===== src/rtl/fmul32_rsh_round.sv =====
// F32 multiplier subnormal/underflow path: right-shift, round and pack the product.
// Latency: 2 cycles (input register, then result register); 1 op/cycle when out_ready_i=1.
// Backpressure: a stalled result blocks stage 1, which then drops in_ready_o; flush_i empties both stages.

// Builds the L/G/S bit masks for a right shift of (23+rsh) and the uf_check variants.
// The uf_check masks sit one bit lower: they round as if the exponent were unbounded.
module fmul32_rsh_lgs_mask (
  input  logic [4:0]  rsh_num_i,
  output logic [47:0] l_mask_o,
  output logic [47:0] g_mask_o,
  output logic [47:0] s_mask_o,
  output logic [47:0] lu_mask_o,
  output logic [47:0] gu_mask_o,
  output logic [47:0] su_mask_o
);
  logic [5:0] l_pos;
  logic [5:0] g_pos;
  logic [5:0] gu_pos;

  assign l_pos  = 6'd23 + {1'b0, rsh_num_i};
  assign g_pos  = l_pos - 6'd1;
  assign gu_pos = l_pos - 6'd2;

  // A shift of 48 or more yields zero, so L and G vanish for large shifts;
  // the sticky mask then wraps to all ones and covers the whole significand.
  assign l_mask_o  = 48'd1 << l_pos;
  assign g_mask_o  = 48'd1 << g_pos;
  assign s_mask_o  = (48'd1 << g_pos) - 48'd1;
  assign lu_mask_o = 48'd1 << g_pos;
  assign gu_mask_o = 48'd1 << gu_pos;
  assign su_mask_o = (48'd1 << gu_pos) - 48'd1;
endmodule

module fmul32_rsh_round (
  input  logic        clk,
  input  logic        rst_n,
  input  logic        flush_i,
  input  logic        in_valid_i,
  output logic        in_ready_o,
  input  logic        sign_i,
  input  logic [47:0] sig_mul_i,
  input  logic [4:0]  rsh_num_i,
  input  logic [2:0]  rm_i,
  output logic        out_valid_o,
  input  logic        out_ready_i,
  output logic [31:0] res_o,
  output logic        nx_o,
  output logic        uf_o
);
  // Rounding-mode increment decision; encodings 5..7 fall back to RNE.
  function automatic logic rnd_inc(input logic [2:0] rm, input logic sgn,
                                   input logic l, input logic g, input logic s);
    case (rm)
      3'd1:    rnd_inc = 1'b0;
      3'd2:    rnd_inc = sgn & (g | s);
      3'd3:    rnd_inc = ~sgn & (g | s);
      3'd4:    rnd_inc = g;
      default: rnd_inc = g & (l | s);
    endcase
  endfunction

  logic        s1_valid_q, s2_valid_q;
  logic        s1_adv, in_fire, s1_fire;

  logic [47:0] l_mask, g_mask, s_mask, lu_mask, gu_mask, su_mask;
  logic [5:0]  ret_sh;

  logic        l_d, g_d, s_d, lu_d, gu_d, su_d;
  logic        l_q, g_q, s_q, lu_q, gu_q, su_q;
  logic [23:0] ret_d, ret_q;
  logic        hi_ones_d, b47_d, rsh1_d;
  logic        hi_ones_q, b47_q, rsh1_q;
  logic        sign_q;
  logic [2:0]  rm_q;

  logic        inc, inc_u, tiny;
  logic [31:0] res_d, res_q;
  logic        nx_d, nx_q, uf_d, uf_q;

  fmul32_rsh_lgs_mask u_mask (
    .rsh_num_i (rsh_num_i),
    .l_mask_o  (l_mask),
    .g_mask_o  (g_mask),
    .s_mask_o  (s_mask),
    .lu_mask_o (lu_mask),
    .gu_mask_o (gu_mask),
    .su_mask_o (su_mask)
  );

  // Stage 1 may move forward whenever stage 2 is empty or being drained.
  assign s1_adv     = ~s2_valid_q | out_ready_i;
  assign in_ready_o = rst_n & ~flush_i & (~s1_valid_q | s1_adv);
  assign in_fire    = in_valid_i & in_ready_o;
  assign s1_fire    = s1_valid_q & s1_adv & ~flush_i;

  // Extract rounding bits and the retained significand from the incoming product.
  always_comb begin
    ret_sh    = 6'd23 + {1'b0, rsh_num_i};
    ret_d     = 24'(sig_mul_i >> ret_sh);
    l_d       = |(sig_mul_i & l_mask);
    g_d       = |(sig_mul_i & g_mask);
    s_d       = |(sig_mul_i & s_mask);
    lu_d      = |(sig_mul_i & lu_mask);
    gu_d      = |(sig_mul_i & gu_mask);
    su_d      = |(sig_mul_i & su_mask);
    hi_ones_d = &sig_mul_i[46:23];
    b47_d     = sig_mul_i[47];
    rsh1_d    = (rsh_num_i == 5'd1);
  end

  // Stage-1 occupancy: fill on accept, empty when handed on, flush/reset win.
  always_ff @(posedge clk) begin
    if (!rst_n) begin
      s1_valid_q <= 1'b0;
    end else if (flush_i) begin
      s1_valid_q <= 1'b0;
    end else if (in_fire) begin
      s1_valid_q <= 1'b1;
    end else if (s1_adv) begin
      s1_valid_q <= 1'b0;
    end
  end

  // Stage-1 payload; stale contents are harmless while s1_valid_q is low.
  always_ff @(posedge clk) begin
    if (in_fire) begin
      l_q       <= l_d;
      g_q       <= g_d;
      s_q       <= s_d;
      lu_q      <= lu_d;
      gu_q      <= gu_d;
      su_q      <= su_d;
      ret_q     <= ret_d;
      hi_ones_q <= hi_ones_d;
      b47_q     <= b47_d;
      rsh1_q    <= rsh1_d;
      sign_q    <= sign_i;
      rm_q      <= rm_i;
    end
  end

  // Round, pack and flag. A carry out of the 24-bit field bumps the exponent.
  // Tininess is judged after rounding: only a rsh=1 value that reaches 2^-126
  // at full precision escapes underflow.
  always_comb begin
    inc   = rnd_inc(rm_q, sign_q, l_q, g_q, s_q);
    inc_u = rnd_inc(rm_q, sign_q, lu_q, gu_q, su_q);
    res_d = {sign_q, 7'b0, ret_q} + {31'b0, inc};
    nx_d  = g_q | s_q;
    tiny  = ~(rsh1_q & (b47_q | (hi_ones_q & inc_u)));
    uf_d  = tiny & nx_d;
  end

  // Stage-2 occupancy: fill from stage 1, empty when consumed, flush/reset win.
  always_ff @(posedge clk) begin
    if (!rst_n) begin
      s2_valid_q <= 1'b0;
    end else if (flush_i) begin
      s2_valid_q <= 1'b0;
    end else if (s1_valid_q & s1_adv) begin
      s2_valid_q <= 1'b1;
    end else if (out_ready_i) begin
      s2_valid_q <= 1'b0;
    end
  end

  // Result register: cleared by reset, held during a stall, kept stale on flush.
  always_ff @(posedge clk) begin
    if (!rst_n) begin
      res_q <= 32'b0;
      nx_q  <= 1'b0;
      uf_q  <= 1'b0;
    end else if (s1_fire) begin
      res_q <= res_d;
      nx_q  <= nx_d;
      uf_q  <= uf_d;
    end
  end

  assign out_valid_o = s2_valid_q;
  assign res_o       = res_q;
  assign nx_o        = nx_q;
  assign uf_o        = uf_q;
endmodule


===== config.mk =====
export PLATFORM = sky130hd
export DESIGN_NAME = fmul32_rsh_round
export DESIGN_NICKNAME = d
export VERILOG_FILES = /design/src/rtl/fmul32_rsh_round.sv
export SDC_FILE = /design/constraint.sdc
export NUM_CORES = 1
export LEC_CHECK = 0
export ABC_AREA = 1
export BUFFER_PORTS_ARGS = -buffer_cell sky130_fd_sc_hd__buf_2
export CORE_UTILIZATION = 45
export CTS_BUF_LIST = sky130_fd_sc_hd__clkbuf_4 sky130_fd_sc_hd__clkbuf_8 sky130_fd_sc_hd__clkbuf_16
export DETAILED_ROUTE_END_ITERATION = 16
export GPL_TIMING_DRIVEN = 1
export HOLD_SLACK_MARGIN = 0.15
export MAX_ROUTING_LAYER = met4
export SYNTH_ARGS = -nofsm -noshare
export SYNTH_HDL_FRONTEND = slang
export SYNTH_SLANG_ARGS = --single-unit

===== constraint.sdc =====
create_clock -name clk -period 5.74 [get_ports clk]
set_input_delay 0.287 -clock clk [delete_from_list [all_inputs] [get_ports clk]]
set_output_delay 0.287 -clock clk [all_outputs]
set_load 0.02 [all_outputs]

Word level (Yosys, flattened, before mapping)
Index checks and enable logic that the tools add are counted.
{"block": "word_totals", "mem_bits_rw": 0, "word_cells": 78, "romBits": 0, "output_inout_bits": 36, "inputBits": 62, "ff_bits": 72, "mem_count": 0, "latch_bits": 0}
{"block": "op_classes", "eq_ne": 5, "n_shift": 4, "addsub": 6, "magnitude_cmp": 0, "mul": 0, "bitwise": 32, "reduce_logical": 9, "muxes": 6, "div": 0}
{"op": "$and 48x48->48", "count": 5}
{"op": "$reduce_or 48->1", "count": 5}
{"op": "$shl 1x6->48 const A", "count": 3}
{"op": "$sub 48x1->48 const B", "count": 2}
{"op": "$shr 48x6->24", "count": 1}
{"op": "$add 32x1->32", "count": 1}
{"op": "$reduce_and 24->1", "count": 1}
{"op": "$and 1x1->1", "count": 14}
{"op": "$pmux 1 s4", "count": 2}
{"op": "$or 1x1->1", "count": 7}
{"op": "$add 5x5->6 const A", "count": 1}
{"op": "$eq 3x2->1 const B", "count": 2}
{"op": "$not 1->1", "count": 6}
{"op": "$sub 6x1->6 const B", "count": 1}
{"op": "$sub 6x2->6 const B", "count": 1}
{"op": "$eq 5x1->1 const B", "count": 1}
{"op": "$mux 1", "count": 4}
{"op": "$reduce_bool 2->1", "count": 2}
{"op": "$eq 3x1->1 const B", "count": 1}
{"op": "$eq 3x3->1 const B", "count": 1}
{"op": "$reduce_or 2->1", "count": 1}

Longest topological paths before layout
{"block": "depth", "depth_word": 8, "mapped_depth": 32, "mapped_depth_nobuf": 28}

By module
From an unflattened synthesis, not the netlist that was laid out.
{"block": "unflattened", "cells_unflattened": 2021, "hier_area_um2": 11456.0}
{"mod": "fmul32_rsh_round", "n_inst": 1, "seq_area_each_um2": 1711.6, "cells_each": 954, "area_each_um2": 6002.0}
{"mod": "fmul32_rsh_lgs_mask", "n_inst": 1, "seq_area_each_um2": 0.0, "cells_each": 1067, "area_each_um2": 5454.0}

Worst setup path before layout
OpenSTA, ideal clock, no wires.
{"block": "synth_timing", "path_kind": "input port to flip-flop", "from": "in rsh_num_i[1]", "to": "reg s_q, data pin", "stages": 31, "slack_ps": 1623, "t_arrival_ps": 3858, "required_time_ps": 5481, "setup_time_ps": 259, "path_buffers": 4, "path_cell_list": "buf_6 -> inv_1 -> clkbuf_1 -> buf_1 -> ha_1 -> inv_1 -> nand2_2 -> nand2_2 -> inv_2 -> ha_1 -> nand2_1 -> inv_2 -> nand3_2 -> nor2_1 -> nor2_4 -> nor2_4 -> buf_6 -> nand2_1 -> ha_1 -> nand3_2 -> inv_2 -> nand2_1 -> nor2_1 -> nand2_1 -> nand2_1 -> nand3_1 -> nand2_1 -> nor2_1 -> nand2_1 -> nor3_1 -> nand2_1"}
{"block": "synth_between", "elab_chain_len": 6}
{"item": "from (decl)", "line": "42", "source": "input logic [4:0] rsh_num_i,"}
{"item": "$add 5x5->6", "line": "20", "source": "assign l_pos = 6'd23 + {1'b0, rsh_num_i};"}
{"item": "$sub 6x1->6", "line": "21", "source": "assign g_pos = l_pos - 6'd1;"}
{"item": "$shl 1x6->48", "line": "28", "source": "assign s_mask_o = (48'd1 << g_pos) - 48'd1;"}
{"item": "$sub 48x1->48", "line": "28"}
{"item": "$and 48x48->48", "line": "102", "source": "s_d = |(sig_mul_i & s_mask);"}
{"item": "$reduce_or 48->1", "line": "102"}
{"item": "net s_d", "line": "68", "source": "logic l_d, g_d, s_d, lu_d, gu_d, su_d;"}
{"item": "to (signal assigned)", "line": "129", "source": "s_q <= s_d;"}
{"item": "to (decl)", "line": "69", "source": "logic l_q, g_q, s_q, lu_q, gu_q, su_q;"}
The timed path passes the listed nets, and every way through them passes these cells.
A chain may end at the register's enable or synchronous reset.

Final worst setup path
Same ends and word-level chain as after synthesis.

==> flow_metrics.py <==
metrics = {
    "setup_path": {
        "worstRegToRegCells": 15,
        "required_ps": 5800,
        "worst_r2r_startpoint": "rm_q[0]",
        "critPathTopFamily": "simple AND/OR/NAND/NOR gates",
        "reg2reg_to": "res_o[20]",
        "cp_num_buf_inv": 5,
        "critPathCaptureType": "flip-flop",
        "cp_data_arrival_time_ps": 4660,
        "cp-start-kind": "primary input",
        "crit_path_max_fanout": 23,
        "worst_path_largest_cell_delay_ps": 360,
        "critPathSlowestCell": "sky130_fd_sc_hd__nor2_2",
        "path_class": "primary input to flip-flop",
        "r2r_slack_ps": 2110,
        "worst_path_most_repeated_cell": "sky130_fd_sc_hd__nand2_1",
    },
    "route": {
        "routedWlPerCell_um": 20.5,
        "route.detailed.drc": 0,
        "routed_wirelength_um": 48100,
        "avgViaCountPerCell": 5.95,
        "dr.pass1.iters": 6,
        "vias": 14000,
        "antenna_violating_nets_post_route": 0,
        "dr.first_iter.drc_count": 1635,
    },
    "worst_hold_path": {
        "min-delay-path-class": "primary input to flip-flop",
        "min_delay_worst_endpoint": "out_valid_o",
        "worst_hold_startpoint": "out_ready_i",
        "worst_hold_path.num_cells": 4,
    },
    "clock_tree": {
        "ctsLongestPathBuffers": 2,
        "post_cts.repair.setup_buffers": 0,
        "numCtsBuffers": 9,
        "ctsHtreeMaxLevel": 3,
        "cts.sinks": 66,
        "tritoncts_clock_tree": "done",
        "cts_root_buf": "sky130_fd_sc_hd__clkbuf_16",
        "cts.reportedPaths.clkPinSlew_ps": 50,
        "insertion_delay_ps": 330,
    },
    "final_layout": {
        "layout_cells_sized_above_1_pct": 12.8,
        "mostFrequentLayoutCell": "sky130_fd_sc_hd__nand2_1",
        "nNetsFinal": 2096,
        "largest_register_ff_count": 26,
        "most-common-layout-cells": "sky130_fd_sc_hd__nand2_1, sky130_fd_sc_hd__nor2_1, sky130_fd_sc_hd__nand3_1",
        "synthToLayoutAreaGrowth_pct": 8.45,
        "design_area_sq_mm": 0.0118,
        "fill_cells": 2596,
    },
    "yosys": {
        "async_flop_share_pct": 0,
        "netlist_top_cells_area": "sky130_fd_sc_hd__nand2_1, sky130_fd_sc_hd__nand3_1, sky130_fd_sc_hd__edfxtp_1",
        "synth.avg_cell_area_sq_um": 5.55,
        "post_synth_instance_area_sq_mm": 0.0108,
        "synth-edff-count": 36,
        "synth.ff_latch_count": 66,
        "yosys.area.top_type": "sky130_fd_sc_hd__nand2_1",
        "synth_top_area_share_pct": 21.3,
        "netlist-cell-type-count": 53,
        "seq_area_frac_synth_pct": 15.5,
        "yosys_warnings": 0,
        "synthFlopType": "sky130_fd_sc_hd__edfxtp_1",
        "postSynthCellCount": 1955,
    },
    "power": {
        "powerDensity_mw_per_mm2": 187,
        "power.static_leakage_nw": 6.77,
        "peakVddDrop_mv": 0.204,
    },
    "placed_design": {
        "preCtsSetupSlack_ps": 1040,
        "dp.final_hpwl_um": 38800,
        "place_area_sq_mm": 0.0114,
        "gp_routability_congestion": 1.08,
        "io_buffer_count": 91,
    },
    "timing": {
        "rsz0062_at_grt": "no",
        "timing.final.crit_period_ps": 4600,
        "maxSlewHeadroom_pct": 27.6,
        "final_setup_violating_endpoints": 0,
        "maxSlewViolCount": 0,
        "fin_worst_skew_ps": 4.51,
        "final.setup.tns_ps": 0,
        "slack_of_the_critical_path_ps": 1140,
        "hold_viol": 0,
        "max_slew.worst_pin.slew_ps": 1080,
        "fmaxAchievable_ghz": 0.218,
        "period_share_pct": 80.1,
    },
    "global_routing": {
        "number_of_antenna_violations_at_the_first_check_in_global_routing": 2,
        "gr-usage-all-layers_pct": 39.8,
        "overflow": 0,
        "grt_start_max_net_pins": 48,
        "vias_in_the_first_global_route": 12400,
        "grt_pass1_wl_um": 71600,
    },
    "floorplan": {
        "row_count": 56,
        "start_util_pct": 46.1,
        "core_area_sq_mm": 0.0235,
        "die_height_um": 157,
        "fp.dieW_um": 157,
        "design.portCount": 98,
        "die_area_sq_mm": 0.0247,
    },
    "status": {
        "outcome": "completed",
    },
    "run": {
        "cap_violations": 0,
    },
}
-- kinds of logic (layout without fill, tap and decap cells) --
| kind of cell | Yosys count | in the layout | share of synthesized area [%] |
|---|---|---|---|
| compound gates | 248 | 248 | 13.4 |
| mux | 7 | 7 | 0.646 |
| simple gates | 1328 | 1328 | 56.0 |
| other cells | 1 | 8 | 0.0346 |
| flops | 66 | 66 | 15.5 |
| fa+ha+maj | 14 | 14 | 1.62 |
| buf+inv | 269 | 334 | 11.0 |
| xor+xnor | 22 | 22 | 1.78 |
-- tightest hold or removal path: cells and delay by family --
family | cells | cell delay (ps)
buffers and inverters | 2 | 140
AND/OR/NAND/NOR | 1 | 50
AO/OA/AOI/OAI | 1 | 50
-- how the worst max path moves through the flow --
stage,start,endpoint,slack (ps),depth (start not counted)
final,rsh_num_i[1],s_q,1140,27
after global placement,rsh_num_i[1],s_q,1140,25
after global routing,rsh_num_i[1],s_q,820,25
after floorplan,rsh_num_i[1],s_q,1620,31
after CTS,rsh_num_i[1],s_q,1370,27
after detailed placement,rsh_num_i[1],s_q,1040,27
-- metal layers --
metal,up-vias,share of wire [%],track usage [%]
met5,-,0,-
met4,0,5.6,20.6
met3,184,10,7.79
met2,877,45,63.3
met1,6327,40,47.7
li1,6565,-,-
-- cell type report --
class	instances	area [sq um]	area share, %
antenna	2	5.00	0.0426
clock buffer	13	268	2.28
clock inverter	3	40.0	0.341
inverter	214	803	6.83
multi-input combinational	1625	8000	68.0
sequential	66	1680	14.3
tap	319	399	3.39
timing repair buffer	104	563	4.79
-- power breakdown --
| part | switching (mW) | internal (mW) |
|---|---|---|
| sequential | 0.0110 | 0.521 |
| clock | 0.182 | 0.367 |
| combinational | 0.808 | 0.304 |
| total | 1.00 | 1.19 |
-- cell usage after synthesis (7+ instances only) --
master	instances
sky130_fd_sc_hd__nand3_1	237
sky130_fd_sc_hd__nand2_2	25
sky130_fd_sc_hd__nand2_1	614
sky130_fd_sc_hd__o21ai_0	132
sky130_fd_sc_hd__nand3b_1	14
sky130_fd_sc_hd__mux2i_1	7
sky130_fd_sc_hd__o21ai_2	9
sky130_fd_sc_hd__nor2_4	22
sky130_fd_sc_hd__nor3_1	23
sky130_fd_sc_hd__nand4_1	19
sky130_fd_sc_hd__buf_6	17
sky130_fd_sc_hd__a221oi_1	10
sky130_fd_sc_hd__inv_2	10
sky130_fd_sc_hd__clkbuf_1	17
sky130_fd_sc_hd__a31oi_1	8
sky130_fd_sc_hd__edfxtp_1	36
sky130_fd_sc_hd__nand2_4	7
sky130_fd_sc_hd__a21oi_1	18
sky130_fd_sc_hd__nor4_1	11
sky130_fd_sc_hd__buf_4	9
sky130_fd_sc_hd__buf_2	9
sky130_fd_sc_hd__ha_1	14
sky130_fd_sc_hd__nor2_2	30
sky130_fd_sc_hd__dfxtp_1	30
sky130_fd_sc_hd__nand3_2	33
sky130_fd_sc_hd__xor2_1	16
sky130_fd_sc_hd__o21ai_1	15
sky130_fd_sc_hd__nor2_1	280
sky130_fd_sc_hd__o22ai_1	30
sky130_fd_sc_hd__inv_1	203
-- through the flow --
step           hold slack (ps)  power, mW  instances  utilization, %
2_1_floorplan              386       1.30       1960               -
3_3_place_gp               451       1.61       2324            48.4
3_5_place_dp               454       1.60       2324            48.4
4_1_cts                    245       2.15       2344            49.9
5_1_grt                    275       2.32       2346            49.9
6_report                   256       2.19       2346            49.9
-- what timing repair did --
action	4_1_cts	5_1_grt
hold buffers	4	0
endpoints found under the hold margin	4	0
resized for setup	0	0
Note: power is estimated with default switching activity, not from simulation.
